File: config.mk
export PLATFORM = sky130hd
export DESIGN_NAME = banco_reg_param
export DESIGN_NICKNAME = d
export VERILOG_FILES = /design/src/rtl/banco_reg_param.sv
export SDC_FILE = /design/constraint.sdc
export NUM_CORES = 1
export LEC_CHECK = 0
export CORE_ASPECT_RATIO = 0.6
export CORE_MARGIN = 4
export CORE_UTILIZATION = 32
export CTS_BUF_LIST = sky130_fd_sc_hd__clkbuf_16
export DETAILED_ROUTE_END_ITERATION = 10
export HOLD_SLACK_MARGIN = 0.06
export PLACE_DENSITY = 0.57
export SETUP_SLACK_MARGIN = 0.5
export SLEW_MARGIN = 20
export SYNTH_ARGS = -nofsm -noshare
export SYNTH_HDL_FRONTEND = slang
export SYNTH_SLANG_ARGS = --single-unit
File: constraint.sdc
create_clock -name clk -period 3.35 [get_ports clk]
set_input_delay 0.8375 -clock clk [delete_from_list [all_inputs] [get_ports clk]]
set_output_delay 0.8375 -clock clk [all_outputs]
set_load 0.05 [all_outputs]
File: src/rtl/banco_reg_param.sv
// Parametrised register file: two asynchronous read ports and one synchronous byte-enabled write port.
// It adds a self-clearing reset sequence and a sticky illegal-write flag. Optional forwarding is enabled with BANCO_REG_BYPASS_EN.
module banco_reg_param #(
    parameter int WIDTH    = 32,
    parameter int DEPTH    = 32,
    parameter int ADDR_W   = $clog2(DEPTH),
    parameter bit ZERO_REG = 1'b1
) (
    input  logic                 clk,
    input  logic                 rst,
    input  logic [ADDR_W-1:0]    a1,
    input  logic [ADDR_W-1:0]    a2,
    input  logic [ADDR_W-1:0]    a3,
    input  logic [WIDTH-1:0]     wd3,
    input  logic                 we3,
    input  logic [WIDTH/8-1:0]   be3,
    output logic [WIDTH-1:0]     rd1,
    output logic [WIDTH-1:0]     rd2,
    output logic                 busy,
    output logic                 werr
);

    // state    | meaning
    // ST_CLEAR | zeroing one register per cycle, writes refused
    // ST_READY | normal register-file operation
    localparam int NBYTES = WIDTH / 8;
    localparam logic [ADDR_W-1:0] LAST_IDX = ADDR_W'(DEPTH - 1);

    typedef enum logic {ST_CLEAR, ST_READY} state_t;

    generate
        if ((WIDTH % 8) != 0) begin : g_bad_width
            $error("banco_reg_param: WIDTH must be a multiple of 8");
        end
        if ((DEPTH < 2) || ((DEPTH & (DEPTH - 1)) != 0)) begin : g_bad_depth
            $error("banco_reg_param: DEPTH must be a power of 2 and >= 2");
        end
    endgenerate

    state_t              r_state;
    logic [ADDR_W-1:0]   r_cnt;
    logic                r_werr;
    logic [WIDTH-1:0]    r_mem [DEPTH];

    logic                w_ready;
    logic                w_wr_zero;
    logic                w_wr_ok;

    assign w_ready   = (r_state == ST_READY);
    assign w_wr_zero = ZERO_REG && (a3 == '0);
    assign w_wr_ok   = w_ready && we3 && !w_wr_zero;

    function automatic logic [WIDTH-1:0] f_merge(
        input logic [WIDTH-1:0]  old_v,
        input logic [WIDTH-1:0]  new_v,
        input logic [NBYTES-1:0] be
    );
        logic [WIDTH-1:0] v;
        v = old_v;
        for (int b = 0; b < NBYTES; b++) begin
            if (be[b]) begin
                v[8*b +: 8] = new_v[8*b +: 8];
            end
        end
        return v;
    endfunction

    // mem is left untouched while rst is high; the clear walk starts once it drops
    always_ff @(posedge clk) begin
        if (rst) begin
            r_state <= ST_CLEAR;
            r_cnt   <= '0;
            r_werr  <= 1'b0;
        end else if (r_state == ST_CLEAR) begin
            r_mem[r_cnt] <= '0;
            if (we3) begin
                r_werr <= 1'b1;
            end
            if (r_cnt == LAST_IDX) begin
                r_state <= ST_READY;
            end else begin
                r_cnt <= r_cnt + 1'b1;
            end
        end else if (w_wr_ok) begin
            for (int b = 0; b < NBYTES; b++) begin
                if (be3[b]) begin
                    r_mem[a3][8*b +: 8] <= wd3[8*b +: 8];
                end
            end
        end
    end

    always_comb begin
        rd1 = '0;
        if (w_ready && !(ZERO_REG && (a1 == '0))) begin
            rd1 = r_mem[a1];
`ifdef BANCO_REG_BYPASS_EN
            if (we3 && (a1 == a3)) begin
                rd1 = f_merge(r_mem[a1], wd3, be3);
            end
`endif
        end
    end

    always_comb begin
        rd2 = '0;
        if (w_ready && !(ZERO_REG && (a2 == '0))) begin
            rd2 = r_mem[a2];
`ifdef BANCO_REG_BYPASS_EN
            if (we3 && (a2 == a3)) begin
                rd2 = f_merge(r_mem[a2], wd3, be3);
            end
`endif
        end
    end

`ifndef BANCO_REG_BYPASS_EN
    // f_merge is only needed for forwarding; keep it referenced so both builds elaborate alike
    logic [WIDTH-1:0] w_merge_unused;
    assign w_merge_unused = f_merge('0, wd3, be3);
    logic w_unused;
    assign w_unused = ^w_merge_unused;
`endif

    assign busy = (r_state == ST_CLEAR);
    assign werr = r_werr;

endmodule

==> summary.txt, run 1 <==
H-tree levels = 3
Status = finished, violations left
Worst path max stage delay = 0.56 ns
Post-synth ARST share = 0
Req. time, crit path = 2.51 ns
Failing checks = setup timing
Synth-to-Final Area Change = 36.9%
Normalized max-slew margin = 0.561
Area after DPL = 60700 um2
Hold Path Depth = 2
First-pass GRT wire length = 248000 um
Vias = 32200
Starting Density = 0.322
Row count = 111
CTS max path bufs = 3
Number of port buffers = 119
HPWL Detailed = 119000 um
Clock Skew = 0.0250 ns
Lkg Pwr = 21.0 nW
Post-route cell area = 67500 um2
Synth top area share = 0.624
Setup CP Type = in -> out
EDFF count, synth = 1024
Area leader, netlist = edfxtp_1
Register area share after synthesis = 0.627
Core Area = 153000 um2
Hold_buf cts = 0
DP Cell Count = 5130
Fin nets = 3365
Layout Cells excl Fill = 5427
Top_reg_cell synth = edfxtp_1
Critical path endpoint category = output pin
Synth Register Bits = 1031
Final WS setup = -0.205 ns
WHS = 0.493 ns
Synth Warn # = 0
Min Tclk post-route = 3.56 ns
Max frequency = 0.281 GHz
Iteration-0 DRC Markers = 4381
CP dominant cell by count = buf_12
CP cell instances = buf_16 -> buf_12 -> mux4_2 -> mux2i_1 -> buf_4 -> o22a_1 -> o221ai_4 -> buf_12
Clock Sinks = 1031
Die Wd = 515 um
Initial antenna violation count = 7
Root buffer cell = clkbuf_16
Arr. time, crit path = 2.72 ns
CTS tree = yes
Worst vdd ir = 0.324 mV
Pwr/cell area = 423 nW/um2
Cts bufs inserted = 98
Share of cells above drive strength 1 = 0.515
Commonest cells post-synth = edfxtp_1 (1024), mux4_2 (440), mux2i_1 (280), buf_2 (114)
Detailed Route WL = 179000 um
Syn_nets = 2692
Final hold violation count = 0
Routed Antenna Nets = 0
Num ports = 120
GPL Wtd Cong = 0.879
Detailed-route wire length per cell = 32.9 um
All-layer global routing usage = 0.215
Final setup vio count = 59
Mapped Avg Cell Area = 18.7 um2
Via density per instance = 5.93
Post-Syn Instances = 2636
DRC = 0
Netlist Area Pre-Place = 49300 um2
Vias in the first global route = 32200
FF-to-FF path depth = 9
Worst Hold Class = reg -> reg
Final Max Slew Viols = 0
Unique masters post-synth = 54
Worst skew pair latency = 0.73 ns
Pin count of the biggest net entering global routing = 33
First-pass iteration count of the detailed router = 6
MaxCap Viol Count = 0
CP max FO = 24
Worst Tran Pin Value = 0.657 ns
Startpoint class of the critical path = input pin
Pre-CTS WS = -0.566 ns
TNS Setup = -6.01 ns
Die height = 312 um
Area contributors post-synth = edfxtp_1 (62%), mux4_2 (20%), mux2i_1 (5.7%)
Unrepaired setup endpoints after global routing = yes
CTS clk-pin slew, worst paths = 0.07 ns
Grt ovf = 0
Slowest library cell on the worst path = mux4_2
Most common cell in the netlist = edfxtp_1
Die area = 161000 um2
Final period utilization = 1.06
## cell usage in the layout (no fill, tap or decap), types with 35 or more instances in the layout
cell and instances:
clkbuf_16 112, buf_6 79, nor4_4 38, buf_12 220
a22oi_1 40, clkdlybuf4s50_1 36, buf_4 374, mux2i_1 224
buf_16 44, mux4_2 440, nand2_1 54, edfxtp_1 1024
and2_1 35, mux2i_2 35
## logic make-up (layout without fill, tap and decap cells)
| group | count (synthesis) | in the layout | share of synthesized area |
|---|---|---|---|
| AOI/OAI and AO/OA | 236 | 236 | 0.0359 |
| DFF | 1031 | 1031 | 0.627 |
| other | 0 | 4 | 0 |
| adders and majority gates | 2 | 2 | 0.000507 |
| buffers and inverters | 237 | 990 | 0.0244 |
| muxes | 770 | 770 | 0.269 |
| and+or+nand+nor | 357 | 357 | 0.0427 |
| xor gates and xnor gates | 3 | 3 | 0.000533 |
## flip-flops by register name, indices dropped and copies added, names as in the netlist
register	cells
r_state	1
r_cnt	5
werr	1
r_mem	1024
## worst paths after layout
kind	from	end	slack [ns]
setup / recovery	a2[1]	rd2[20]	-0.21
setup reg to reg	r_state	r_mem[8][25]	0.68
hold / removal	werr	werr	0.49
hold reg to reg	werr	werr	0.49
## metrics by stage
step           power [mW]  utilization
2_1_floorplan        15.8            -
3_3_place_gp         16.8        0.397
3_5_place_dp         16.9        0.397
4_1_cts              28.6        0.434
5_1_grt              29.4        0.441
6_report             28.6        0.441
## critical path: cells and delay by family
kind	cells	cell delay, ns
compound gates	2	0.39
buf+inv	4	0.68
mux	2	0.75
## what timing repair did
action                                  4_1_cts  5_1_grt
cloned                                       23       15
setup buffers                                53       22
pin swaps                                    43       51
endpoints found under the setup margin      977      551
resized for setup                           288      106
## per-layer routing
layer	up-vias	part of all wire	global-route usage	routed length, um
met3	305	0.11	0.0528	19300
met5	-	0.000062	0	11
met1	17100	0.42	0.320	75800
met2	2027	0.44	0.313	77800
li1	12700	-	-	-
met4	2	0.032	0.0614	5660
## where the power goes
part           switching [mW]  total (mW)  leakage (nW)  internal (mW)
logic                    1.49        2.92          11.3           1.44
clock network            5.22        11.5          1.63           6.33
registers              0.0441        14.1          8.01           14.1
total                    6.75        28.6          21.0           21.8
## final cells by class
type | instances | area (um2)
sequential | 1031 | 30900
clock inverter | 82 | 836
multi-input combinational | 1368 | 20200
clock buffer | 98 | 2450
timing repair buffer | 803 | 10500
antenna | 4 | 10.0
tap | 2034 | 2540
fill | 12900 | 85400
inverter | 7 | 26.3
No activity file was read; power rests on OpenSTA's default activity.
==> run 2, diff against run 1 <==
--- a/config.mk
+++ b/config.mk
@@ -11,7 +11,7 @@
 export CTS_BUF_LIST = sky130_fd_sc_hd__clkbuf_16
 export DETAILED_ROUTE_END_ITERATION = 10
 export HOLD_SLACK_MARGIN = 0.06
-export PLACE_DENSITY = 0.57
+export PLACE_DENSITY = 0.49
 export SETUP_SLACK_MARGIN = 0.5
 export SLEW_MARGIN = 20
 export SYNTH_ARGS = -nofsm -noshare
==> constraint.sdc (replaced) <==
create_clock -name clk -period 4.3 [get_ports clk]
set_input_delay 1.075 -clock clk [delete_from_list [all_inputs] [get_ports clk]]
set_output_delay 1.075 -clock clk [all_outputs]
set_load 0.05 [all_outputs]
==> run 2 against run 1 <==
- the run now ends clean
- clock power fell by 24%
- count of clock-buffer cells in the layout rose by 5
- sequential share of layout area rose by 1.1 points
- critical endpoint is now rd2[25]
- combinational power fell by 23%
- design area fell by 2.4%
- worst hold slack got worse by 0.018 ns
- wire length rose by 5.6%
- critical path depth did not move
- highest routed layer is now met4
- sequential cell count did not move
- via count fell by 1.5%
- clock skew rose by 0.015 ns
- power fell by 23%
==> summary.txt, run 2 (same netlist as run 1, synthesis figures left out) <==
CP max FO = 9
Unrepaired setup endpoints after global routing = yes
MaxCap Viol Count = 0
First-pass GRT wire length = 257000 um
Max reg flops = 1024
Setup CP Type = in -> out
Iteration-0 DRC Markers = 4288
CTS tree = yes
Multi-input logic area = 19800 um2
Die Wd = 515 um
Worst hold start = werr
Final setup vio count = 0
Fillers = 13100
Hold_buf cts = 0
All-layer global routing usage = 0.228
Row count = 111
Commonest non-fill, non-tap cell in the layout = edfxtp_1
Core Area = 153000 um2
GPL Wtd Cong = 0.855
Pwr/cell area = 334 nW/um2
Routed Antenna Nets = 0
Via density per instance = 5.89
FF+latch area = 30900 um2
R2r setup slk = 1.34 ns
CTS max path bufs = 3
Cts bufs inserted = 100
Commonest cells after routing, fill and taps aside = edfxtp_1 (1024), mux4_2 (440), buf_4 (386)
Critical path endpoint category = output pin
Fin nets = 3314
Clock Sinks = 1031
Top reg by flops = r_mem
Detailed-route wire length per cell = 35.1 um
CTS clk-pin slew, worst paths = 0.07 ns
Synth-to-Final Area Change = 33.7%
Starting Density = 0.322
Worst vdd ir = 0.252 mV
Area after DPL = 57000 um2
Detailed Route WL = 189000 um
CP Launch Point = a2[1]
First-pass iteration count of the detailed router = 6
Vias in the first global route = 31500
Arr. time, crit path = 3.04 ns
Final hold violation count = 0
H-tree levels = 3
Num ports = 120
Biggest regs = r_mem: 1024 flops, r_cnt: 5 flops
Clock Skew = 0.0401 ns
Normalized max-slew margin = 0.243
Vias = 31700
Worst skew pair latency = 0.73 ns
End-of-flow core utilization = 0.431
Req. time, crit path = 3.22 ns
Initial antenna violation count = 3
Share of cells above drive strength 1 = 0.501
Pin count of the biggest net entering global routing = 33
Number of port buffers = 119
DRC = 0
Die height = 312 um
Grt ovf = 0
Die area = 161000 um2
R2R Path Start = r_state
Worst Tran Pin Value = 1.11 ns
HPWL Detailed = 123000 um
Status = complete, no violations
Final period utilization = 0.957
Post-route cell area = 65900 um2
Min Tclk post-route = 4.12 ns
Startpoint class of the critical path = input pin
Worst Hold Class = reg -> reg
Root buffer cell = clkbuf_16
Max frequency = 0.243 GHz
Final Max Slew Viols = 0
Lkg Pwr = 20.3 nW
==> run 2: report_power, final <==
group          total [mW]  internal (mW)  switching (mW)  leakage [nW]
clock                8.79           4.76            4.03          1.62
sequential           11.0           11.0          0.0340          8.01
combinational        2.25           1.10            1.15          10.7
==> run 2: timing repair <==
action | 4_1_cts | 5_1_grt
buffers inserted | 134 | 38
gates cloned | 39 | 6
endpoints found under the setup margin | 64 | 64
resized for setup | 392 | 151
pin swaps | 78 | 79
==> run 2: critical path, stage by stage <==
cell	delay, ns
buf_16	0.15
buf_16	0.16
buf_8	0.13
mux4_2	0.52
mux2_4	0.31
nand2_1	0.10
nand4_1	0.28
buf_6	0.28
==> run 2: cell type report <==
type	instances	area share
multi-input combinational	1368	0.300
timing repair buffer	750	0.145
antenna	1	0.0000380
sequential	1031	0.469
clock inverter	79	0.00881
tap	2034	0.0386
inverter	7	0.000456
clock buffer	103	0.0391
==> run 2: path summary, 6_finish.rpt <==
path	cells past startpoint	end
max	8	rd2[25]
min	2	werr
max reg2reg	9	r_mem[31][7]
min reg2reg	2	werr
==> run 2: metrics by stage <==
stage | hold WS (ns) | setup TNS [ns] | instances | power (mW) | setup WS (ns)
finish | 0.475 | 0 | 5373 | 22.0 | 0.185
global route | 0.543 | 0 | 5373 | 22.7 | 0.168
CTS | 0.482 | 0 | 5328 | 22.1 | 0.213
detailed placement | 0.466 | -0.421 | 4973 | 12.9 | -0.132
global placement | 0.468 | -2.31 | 4973 | 12.9 | -0.233
floorplan | 0.502 | 0 | 2636 | 12.2 | 0.453
==> run 2: per-layer routing <==
layer,global-route usage,wire length (um),vias up
li1,-,-,12600
met2,0.334,82600,1797
met4,0.0450,3750,0
met1,0.345,82800,17100
met3,0.0588,19400,209
met5,0,0,-
